<file path="src/rtl/ucsbece154b_hazard_unit_pkg.sv">
// Shared encodings and types for the pipeline hazard/forwarding unit.
// Contents: forwarding-mux encodings, ResultSrc load encoding, and a
// packed bundle of the per-stage stall/flush enables.
package ucsbece154b_hazard_unit_pkg;

  // Forwarding mux select for the E-stage ALU operands
  localparam logic [1:0] FWD_RF = 2'b00;  // register file value from D/E reg
  localparam logic [1:0] FWD_W  = 2'b01;  // result being written back in W
  localparam logic [1:0] FWD_M  = 2'b10;  // ALU result sitting in M

  // ResultSrc value marking a load instruction
  localparam logic [1:0] RESSRC_LOAD = 2'b01;

  // Stall/flush enables for all pipeline registers, MSB first as listed
  typedef struct packed {
    logic stall_f;
    logic stall_d;
    logic stall_e;
    logic stall_m;
    logic flush_d;
    logic flush_e;
    logic flush_m;
    logic flush_w;
  } hz_ctrl_t;

  localparam hz_ctrl_t HZ_IDLE = '0;

  // A destination can be forwarded to a source when it is written, non-x0,
  // and names the same register.
  function automatic logic fwd_hit(input logic [7:0] rs, input logic [7:0] rd,
                                   input logic       we);
    return we && (rs != 8'd0) && (rs == rd);
  endfunction

endpackage

</file>
<file path="src/rtl/ucsbece154b_fwd_sel.sv">
// Forwarding select for one E-stage operand.
// Ports: i_rs (source reg in E), i_rd_m/i_we_m (M destination + write enable),
//        i_rd_w/i_we_w (W destination + write enable), o_sel (FWD_* encoding).
// Purely combinational; M has priority over W since it holds the younger value.
module ucsbece154b_fwd_sel
  import ucsbece154b_hazard_unit_pkg::*;
#(
  parameter int REGW = 5
) (
  input  logic [REGW-1:0] i_rs,
  input  logic [REGW-1:0] i_rd_m,
  input  logic            i_we_m,
  input  logic [REGW-1:0] i_rd_w,
  input  logic            i_we_w,
  output logic [1:0]      o_sel
);

  logic w_hit_m;
  logic w_hit_w;

  assign w_hit_m = fwd_hit(8'(i_rs), 8'(i_rd_m), i_we_m);
  assign w_hit_w = fwd_hit(8'(i_rs), 8'(i_rd_w), i_we_w);

  always_comb begin
    o_sel = FWD_RF;
    if (w_hit_m) begin
      o_sel = FWD_M;
    end else if (w_hit_w) begin
      o_sel = FWD_W;
    end
  end

endmodule

</file>
<file path="src/rtl/ucsbece154b_hazard_unit.sv">
// Hazard and forwarding unit for the 5-stage RV32 pipeline.
// Inputs: register indices / write enables of D, E, M, W; load flag, branch
//   resolution, mul/div occupancy in E, data-memory request/ready in M.
// Outputs: stall enables for F/D/E/M regs, flush enables for D/E/M/W regs,
//   operand forwarding selects, mul/div busy flag and a saturating count of
//   fetch-stall cycles. Stall priority: memory > mul/div > load-use/branch.
module ucsbece154b_hazard_unit
  import ucsbece154b_hazard_unit_pkg::*;
#(
  parameter int NREG  = 32,
  parameter int MDLAT = 4,
  parameter int CNTW  = 16
) (
  input  logic                     clk,
  input  logic                     reset,
  input  logic [$clog2(NREG)-1:0]  Rs1D_i,
  input  logic [$clog2(NREG)-1:0]  Rs2D_i,
  input  logic [$clog2(NREG)-1:0]  Rs1E_i,
  input  logic [$clog2(NREG)-1:0]  Rs2E_i,
  input  logic [$clog2(NREG)-1:0]  RdE_i,
  input  logic [$clog2(NREG)-1:0]  RdM_i,
  input  logic [$clog2(NREG)-1:0]  RdW_i,
  input  logic                     RegWriteE_i,
  input  logic                     RegWriteM_i,
  input  logic                     RegWriteW_i,
  input  logic [1:0]               ResultSrcE_i,
  input  logic                     PCSrcE_i,
  input  logic                     MdE_i,
  input  logic                     MemReqM_i,
  input  logic                     MemReadyM_i,
  output logic                     StallF_o,
  output logic                     StallD_o,
  output logic                     StallE_o,
  output logic                     StallM_o,
  output logic                     FlushD_o,
  output logic                     FlushE_o,
  output logic                     FlushM_o,
  output logic                     FlushW_o,
  output logic [1:0]               ForwardAE_o,
  output logic [1:0]               ForwardBE_o,
  output logic                     MdBusy_o,
  output logic [CNTW-1:0]          StallCnt_o
);

  localparam int REGW = $clog2(NREG);
  // Counter needs at least one bit even when MDLAT=1 (it then never leaves 0)
  localparam int MDW  = (MDLAT > 1) ? $clog2(MDLAT) : 1;

  localparam logic [MDW-1:0]  MD_LAST = MDW'(MDLAT - 1);
  localparam logic [MDW-1:0]  MD_ONE  = MDW'(1);
  localparam logic [CNTW-1:0] CNT_ONE = CNTW'(1);

  // ---------------------------------------------------------------------
  // State
  // ---------------------------------------------------------------------
  logic [MDW-1:0]  r_mdcnt;
  logic [CNTW-1:0] r_stall_cnt;

  // ---------------------------------------------------------------------
  // Hazard detection
  // ---------------------------------------------------------------------
  logic            w_mem_stall;
  logic            w_md_done;
  logic            w_md_stall;
  logic            w_lw_match;
  logic            w_lw_stall;
  logic            w_taken;
  hz_ctrl_t        w_ctrl;
  logic [MDW-1:0]  w_mdcnt_nxt;
  logic [1:0]      w_fwd_a;
  logic [1:0]      w_fwd_b;

  // Memory not acknowledging freezes everything up to M; W gets a bubble
  // because the M instruction has not produced its result yet.
  assign w_mem_stall = MemReqM_i & ~MemReadyM_i;

  // The op in E finishes on its last occupancy cycle. A memory stall masks
  // the mul/div stall: the pipe is already frozen and FlushM must not fire.
  assign w_md_done  = (r_mdcnt == MD_LAST);
  assign w_md_stall = MdE_i & ~w_md_done & ~w_mem_stall;

  assign w_lw_match = (RdE_i != '0) &&
                      ((RdE_i == Rs1D_i) || (RdE_i == Rs2D_i));
  assign w_lw_stall = (ResultSrcE_i == RESSRC_LOAD) & RegWriteE_i & w_lw_match &
                      ~w_mem_stall & ~w_md_stall;

  // A redirect in E only acts when E is actually advancing; while E is held
  // the branch is still there and resolves on the release cycle.
  assign w_taken = PCSrcE_i & ~(w_mem_stall | w_md_stall);

  always_comb begin
    w_ctrl = HZ_IDLE;
    if (!reset) begin
      w_ctrl.stall_f = w_mem_stall | w_md_stall | w_lw_stall;
      w_ctrl.stall_d = w_mem_stall | w_md_stall | w_lw_stall;
      w_ctrl.stall_e = w_mem_stall | w_md_stall;
      w_ctrl.stall_m = w_mem_stall;
      // Load-use bubble and the branch squash both clear E; they can coexist.
      w_ctrl.flush_d = w_taken;
      w_ctrl.flush_e = w_taken | w_lw_stall;
      w_ctrl.flush_m = w_md_stall;
      w_ctrl.flush_w = w_mem_stall;
    end
  end

  assign StallF_o = w_ctrl.stall_f;
  assign StallD_o = w_ctrl.stall_d;
  assign StallE_o = w_ctrl.stall_e;
  assign StallM_o = w_ctrl.stall_m;
  assign FlushD_o = w_ctrl.flush_d;
  assign FlushE_o = w_ctrl.flush_e;
  assign FlushM_o = w_ctrl.flush_m;
  assign FlushW_o = w_ctrl.flush_w;

  // ---------------------------------------------------------------------
  // Mul/div occupancy counter
  // ---------------------------------------------------------------------
  // The unit keeps computing while the pipe is frozen by memory, so the count
  // advances under memStall too and parks at MD_LAST until E may release.
  always_comb begin
    w_mdcnt_nxt = r_mdcnt;
    if (!MdE_i) begin
      w_mdcnt_nxt = '0;
    end else if (!w_md_done) begin
      w_mdcnt_nxt = r_mdcnt + MD_ONE;
    end else if (!w_mem_stall) begin
      w_mdcnt_nxt = '0;
    end
  end

  always_ff @(posedge clk or posedge reset) begin
    if (reset) begin
      r_mdcnt <= '0;
    end else begin
      r_mdcnt <= w_mdcnt_nxt;
    end
  end

  assign MdBusy_o = (r_mdcnt != '0);

  // ---------------------------------------------------------------------
  // Fetch-stall cycle counter (saturating)
  // ---------------------------------------------------------------------
  always_ff @(posedge clk or posedge reset) begin
    if (reset) begin
      r_stall_cnt <= '0;
    end else if (w_ctrl.stall_f && (r_stall_cnt != '1)) begin
      r_stall_cnt <= r_stall_cnt + CNT_ONE;
    end
  end

  assign StallCnt_o = r_stall_cnt;

  // ---------------------------------------------------------------------
  // Operand forwarding
  // ---------------------------------------------------------------------
  ucsbece154b_fwd_sel #(.REGW(REGW)) u_fwd_a (
    .i_rs   (Rs1E_i),
    .i_rd_m (RdM_i),
    .i_we_m (RegWriteM_i),
    .i_rd_w (RdW_i),
    .i_we_w (RegWriteW_i),
    .o_sel  (w_fwd_a)
  );

  ucsbece154b_fwd_sel #(.REGW(REGW)) u_fwd_b (
    .i_rs   (Rs2E_i),
    .i_rd_m (RdM_i),
    .i_we_m (RegWriteM_i),
    .i_rd_w (RdW_i),
    .i_we_w (RegWriteW_i),
    .o_sel  (w_fwd_b)
  );

  assign ForwardAE_o = reset ? FWD_RF : w_fwd_a;
  assign ForwardBE_o = reset ? FWD_RF : w_fwd_b;

endmodule

</file>
<file path="config.mk">
export PLATFORM = sky130hd
export DESIGN_NAME = ucsbece154b_hazard_unit
export DESIGN_NICKNAME = d
export VERILOG_FILES = /design/src/rtl/ucsbece154b_hazard_unit_pkg.sv /design/src/rtl/ucsbece154b_fwd_sel.sv /design/src/rtl/ucsbece154b_hazard_unit.sv
export SDC_FILE = /design/constraint.sdc
export NUM_CORES = 1
export LEC_CHECK = 0
export ABC_AREA = 1
export ABC_CLOCK_PERIOD_IN_PS = 2900
export BUFFER_PORTS_ARGS = -buffer_cell sky130_fd_sc_hd__clkbuf_2
export CAP_MARGIN = 20
export CORE_ASPECT_RATIO = 1.4
export CORE_MARGIN = 10
export CORE_UTILIZATION = 35
export DETAILED_ROUTE_END_ITERATION = 8
export PLACE_DENSITY = 0.59
export SLEW_MARGIN = 10
export SYNTH_ARGS = -nofsm -noshare
export SYNTH_HDL_FRONTEND = slang
export SYNTH_HIERARCHICAL = 1
export SYNTH_SLANG_ARGS = --single-unit
</file>
<file path="constraint.sdc">
create_clock -name clk -period 2.9 [get_ports clk]
set_input_delay 0.58 -clock clk [delete_from_list [all_inputs] [get_ports clk]]
set_output_delay 0.58 -clock clk [all_outputs]
set_load 0.02 [all_outputs]
</file>
# After elaboration in Yosys (flattened, before gate mapping)
# Cells that the tools add are included.
[totals]
out_inout_bits = 29
register_bits = 18
[op_classes]
addsub = 2
muxes = 10
n_reduce_logical = 15
n_eq_ne = 10
n_bitwise = 16
[op_table]
columns = ["cell", "count"]
rows = [
  ["$eq A5 B5 Y1", 6],
  ["$add A16 B1 Y16 const B", 1],
  ["$ne A16 B16 Y1 const B", 1],
  ["$reduce_bool A5 Y1", 3],
  ["$mux W2", 7],
  ["$logic_and A1 B1 Y1", 10],
  ["$and A1 B1 Y1", 8],
  ["$mux W8", 1],
  ["$not A1 Y1", 5],
  ["$ne A3 B3 Y1 const B", 1],
  ["$or A1 B1 Y1", 3],
  ["$add A2 B1 Y2 const B", 1],
  ["$eq A2 B1 Y1 const B", 1],
  ["$eq A2 B2 Y1 const B", 1],
  ["$mux W1", 2],
  ["$reduce_bool A2 Y1", 1],
  ["$logic_or A1 B1 Y1", 1],
]

# Logic depth before layout (Yosys ltp)
[logic_depth]
depth_word = 10
depth_mapped = 13

# Cells and area by module
# The synthesis kept the hierarchy.
[by_module_without_submodules]
columns = ["module", "n_inst", "seq_area_each_um2", "cells_per_inst", "area_per_inst_um2"]
rows = [
  ["ucsbece154b_hazard_unit", 1, 450.4, 219, 1430.1],
  ["ucsbece154b_fwd_sel", 2, 0.0, 62, 245.2],
]

# Worst setup path before layout
# No wires, ideal clock.
[synth_path]
path_kind = "input to output"
startpoint = "input port reset"
endpoint = "output port StallF_o"
cell_stages = 8
arrival_ns = 1.964
setup_slack_ns = 0.356
path_buffers = 3
path_cell_list = "buf_2 inv_1 nand4_1 nor2_1 nand2_1 nand2_4 buf_4 buf_4"
[synth_via]
elab_chain_len = 1
[synth_lines]
columns = ["item", "line_no", "text"]
rows = [
  ["start, declared", "ucsbece154b_hazard_unit.sv:15", "input logic reset,"],
  ["$mux W8", "ucsbece154b_hazard_unit.sv:93", "if (!reset) begin"],
  ["end, declared", "ucsbece154b_hazard_unit.sv:31", "output logic StallF_o,"],
]
# Every way passes these cells.

# Worst setup path after layout
[layout_path]
startpoint = "register r_mdcnt[0]"
endpoint = "output port StallF_o"
[layout_via]
elab_chain_len = 8
[layout_lines]
columns = ["item", "line_no", "text"]
rows = [
  ["start, declared", "ucsbece154b_hazard_unit.sv:56", "logic [MDW-1:0] r_mdcnt;"],
  ["start signal, assigned", "ucsbece154b_hazard_unit.sv:135", "r_mdcnt <= w_mdcnt_nxt;"],
  ["$eq A2 B2 Y1 (*)", "ucsbece154b_hazard_unit.sv:79", "assign w_md_done = (r_mdcnt == MD_LAST);"],
  ["$not A1 Y1 (*)", "ucsbece154b_hazard_unit.sv:80", "assign w_md_stall = MdE_i & ~w_md_done & ~w_mem_stall;"],
  ["$and A1 B1 Y1 (*) (2 in a row)", "ucsbece154b_hazard_unit.sv:80", ""],
  ["$not A1 Y1", "ucsbece154b_hazard_unit.sv:85", "~w_mem_stall & ~w_md_stall;"],
  ["$and A1 B1 Y1", "ucsbece154b_hazard_unit.sv:85", ""],
  ["$or A1 B1 Y1 (*)", "ucsbece154b_hazard_unit.sv:94", "w_ctrl.stall_f = w_mem_stall | w_md_stall | w_lw_stall;"],
  ["$mux W8 (*)", "ucsbece154b_hazard_unit.sv:93", ""],
]
# Every way passes the cells marked *; elsewhere a longest branch is shown, timed or not.

==> impl_metrics.yaml <==
outcome:
  status: "finished, final reports clean"
die:
  die_area_mm2: 0.00889
  io_pins: 75
  rows: 31
  initial_utilization_pct: 36.7
  die_h_um: 108
  die_w_um: 82.6
  core-area_mm2: 0.00524
synth:
  syn_inst: 343
  synth_edf_count: 0
  synth_area_leaders: "nand2_1 (26%), dfrtp_1 (23%), inv_1 (13%), nor2_1 (9.2%), nand3_1 (8.3%)"
  synth.most_common_cell: "nand2_1"
  synth-main-ff-cell: "dfrtp_1"
  synth_async_sr_flop_share_pct: 100
  synth_nets: 392
  yosys-top-cells-count: "nand2_1 (132), inv_1 (64), nor2_1 (47)"
  synth.yosys.seq_area_share_pct: 23.5
  ys_ff_latch: 18
  synth_top_area_cell: "nand2_1"
  yosysWarnings: 6
  syn_area_mm2: 0.00192
  yosys.cell_types.count: 23
  synth.avg_cell_area_um2: 5.60
  yosys.area.top_type_share_pct: 25.8
clock_tree:
  numCtsBuffers: 3
  clkTransAtPathRegs_ns: 0.07
  cts_tree: "yes"
  cts_resized: 0
  postCtsHoldBufs: 0
  h-tree-depth: 1
  clockRootBuffer: "clkbuf_8"
  clockBufferDepth: 2
  worstSkewPairLatency_ns: 0.26
  cts_setup_buffers: 0
  cts_sinks: 18
timing:
  slew_violations: 0
  finalClockSkew_ns: 0.00266
  tns_ns: 0
  tightestPinTransition_ns: 0.300
  hold_viol: 0
  final.period_utilization_pct: 81.3
  setup-violations-final: 0
  finalCriticalPeriod_ns: 2.36
  slew_headroom_pct: 79.9
  fin_ws_ns: 0.544
  rsz0062_at_grt: "no"
  max_freq_ghz: 0.424
final_layout:
  utilization_pct: 45.4
  num-fill-cells: 644
  syn_to_final_growth_pct: 23.8
  nNetsFinal: 464
  drive_gt1_share_pct: 22.2
  n_antenna_cell: 0
routing:
  antenna_left: 0
  drt_wl_total_mm: 5.27
  via_per_inst: 4.41
  drc_errors: 0
  routed-via-count: 2119
  drt-pass1-iter-count: 4
  drtIter0Drc: 99
  wl_per_cell_um: 11.0
setup_path:
  r2r_slack_ns: 1.11
  worstSetupEndpointType: "primary output"
  critPathLaunchType: "flop"
  crit_path_max_fanout: 19
  r2r_cells: 9
  worstPathRequired_ns: 2.32
  r2r_end: "StallCnt_o[9]$_DFFE_PP0P_"
  reg2reg_from: "StallCnt_o[0]$_DFFE_PP0P_"
  criticalPathCategory: "reg2out"
  cp.arrival_ns: 1.78
placement:
  place_ws_ns: 0.674
  place_congestion: 0.816
  io_buffer_count: 74
  dpl.hpwl_mm: 4.51
power:
  power_density_mw_per_mm2: 358
  ir_drop_v: 0.000173
  p_leak_nw: 1.56
hold_path:
  hp-class: "in2async"
global_routing:
  grt_pass1_vias: 2134
  grt_max_degree: 20
  grt_usage_pct: 12.4
  grt_pass1_wl_mm: 9.02
  globalRouteOverflowTotal: 0
  antenna_found_initial: 0
job:
  drv_cap: 0
==> power by group <==
part / internal (mW) / total, mW / switching, mW
combinational: 0.118 / 0.309 / 0.191
sequential: 0.283 / 0.328 / 0.0449
clock: 0.121 / 0.214 / 0.0930
total: 0.522 / 0.851 / 0.329
==> kinds of logic after synthesis <==
family                     after synthesis  synth area share (%)
xor gates and xnor gates                16                  7.30
and+or+nand+nor                        224                  49.1
buffers and inverters                   77                  16.6
AOI/OAI and AO/OA                        5                  1.56
adders and majority gates                3                  1.95
DFF                                     18                  23.5
==> worst max-delay path by stage <==
stage,start,endpoint,slack [ns]
after floorplan,reset,StallF_o,0.36
after detailed placement,MemReadyM_i,StallF_o,0.67
after global routing,r_mdcnt[0]$_DFFE_PP0P_,StallD_o,0.34
after CTS,r_mdcnt[0]$_DFFE_PP0P_,StallF_o,0.53
after global placement,MemReadyM_i,StallF_o,0.71
final,r_mdcnt[0]$_DFFE_PP0P_,StallF_o,0.54
==> cell usage in the layout, fill, tap and decap left out, types with 2 or more instances in the layout <==
cell | synthesis | layout
o21ai_0 | 2 | 2
clkbuf_2 | 0 | 74
inv_1 | 64 | 64
nor2_1 | 47 | 47
a21boi_1 | 2 | 2
dfrtp_1 | 18 | 18
nor3_1 | 4 | 4
nand3_1 | 32 | 32
ha_1 | 3 | 3
nand2_4 | 2 | 2
xnor2_1 | 6 | 6
inv_2 | 4 | 4
clkbuf_8 | 0 | 4
nor2_2 | 3 | 3
xor2_1 | 10 | 10
nand2_1 | 132 | 132
==> layout make-up <==
type / count / area [µm²] / share of cell area, %
Clock buffer: 4 / 55.1 / 2.32
Inverter: 69 / 260 / 10.9
Multi-Input combinational cell: 248 / 1150 / 48.4
Sequential cell: 18 / 450 / 18.9
Tap cell: 66 / 82.6 / 3.47
Timing Repair Buffer: 75 / 378 / 15.9
==> through the flow <==
step	hold slack [ns]	cell area (µm²)	power, mW	cells
after floorplan	0.495	1920	0.525	343
after global placement	0.507	2320	0.642	476
after detailed placement	0.511	2320	0.648	476
after CTS	0.477	2380	0.863	480
after global routing	0.543	2380	0.918	480
final	0.458	2380	0.851	480
==> layer usage <==
| layer | track usage [%] | up-vias | wire (µm) |
|---|---|---|---|
| li1 | - | 1149 | - |
| met2 | 23.4 | 42 | 2950 |
| met5 | 0 | - | 0 |
| met3 | 2.93 | 7 | 334 |
| met1 | 12.7 | 921 | 1920 |
| met4 | 3.72 | 0 | 65 |
==> sequential cells by signal (all words and copies together) (netlist names) <==
| name | count |
|---|---|
| StallCnt_o | 16 |
| r_mdcnt | 2 |
==> critical path, stage by stage (launching register included) <==
cell	delay (ns)
dfrtp_1	0.40
ha_1	0.20
inv_1	0.08
nand2_1	0.07
nand2_1	0.06
inv_1	0.05
nor2_1	0.14
inv_1	0.09
nand2_4	0.21
clkbuf_2	0.22
Note: power is estimated with default switching activity, not from simulation.
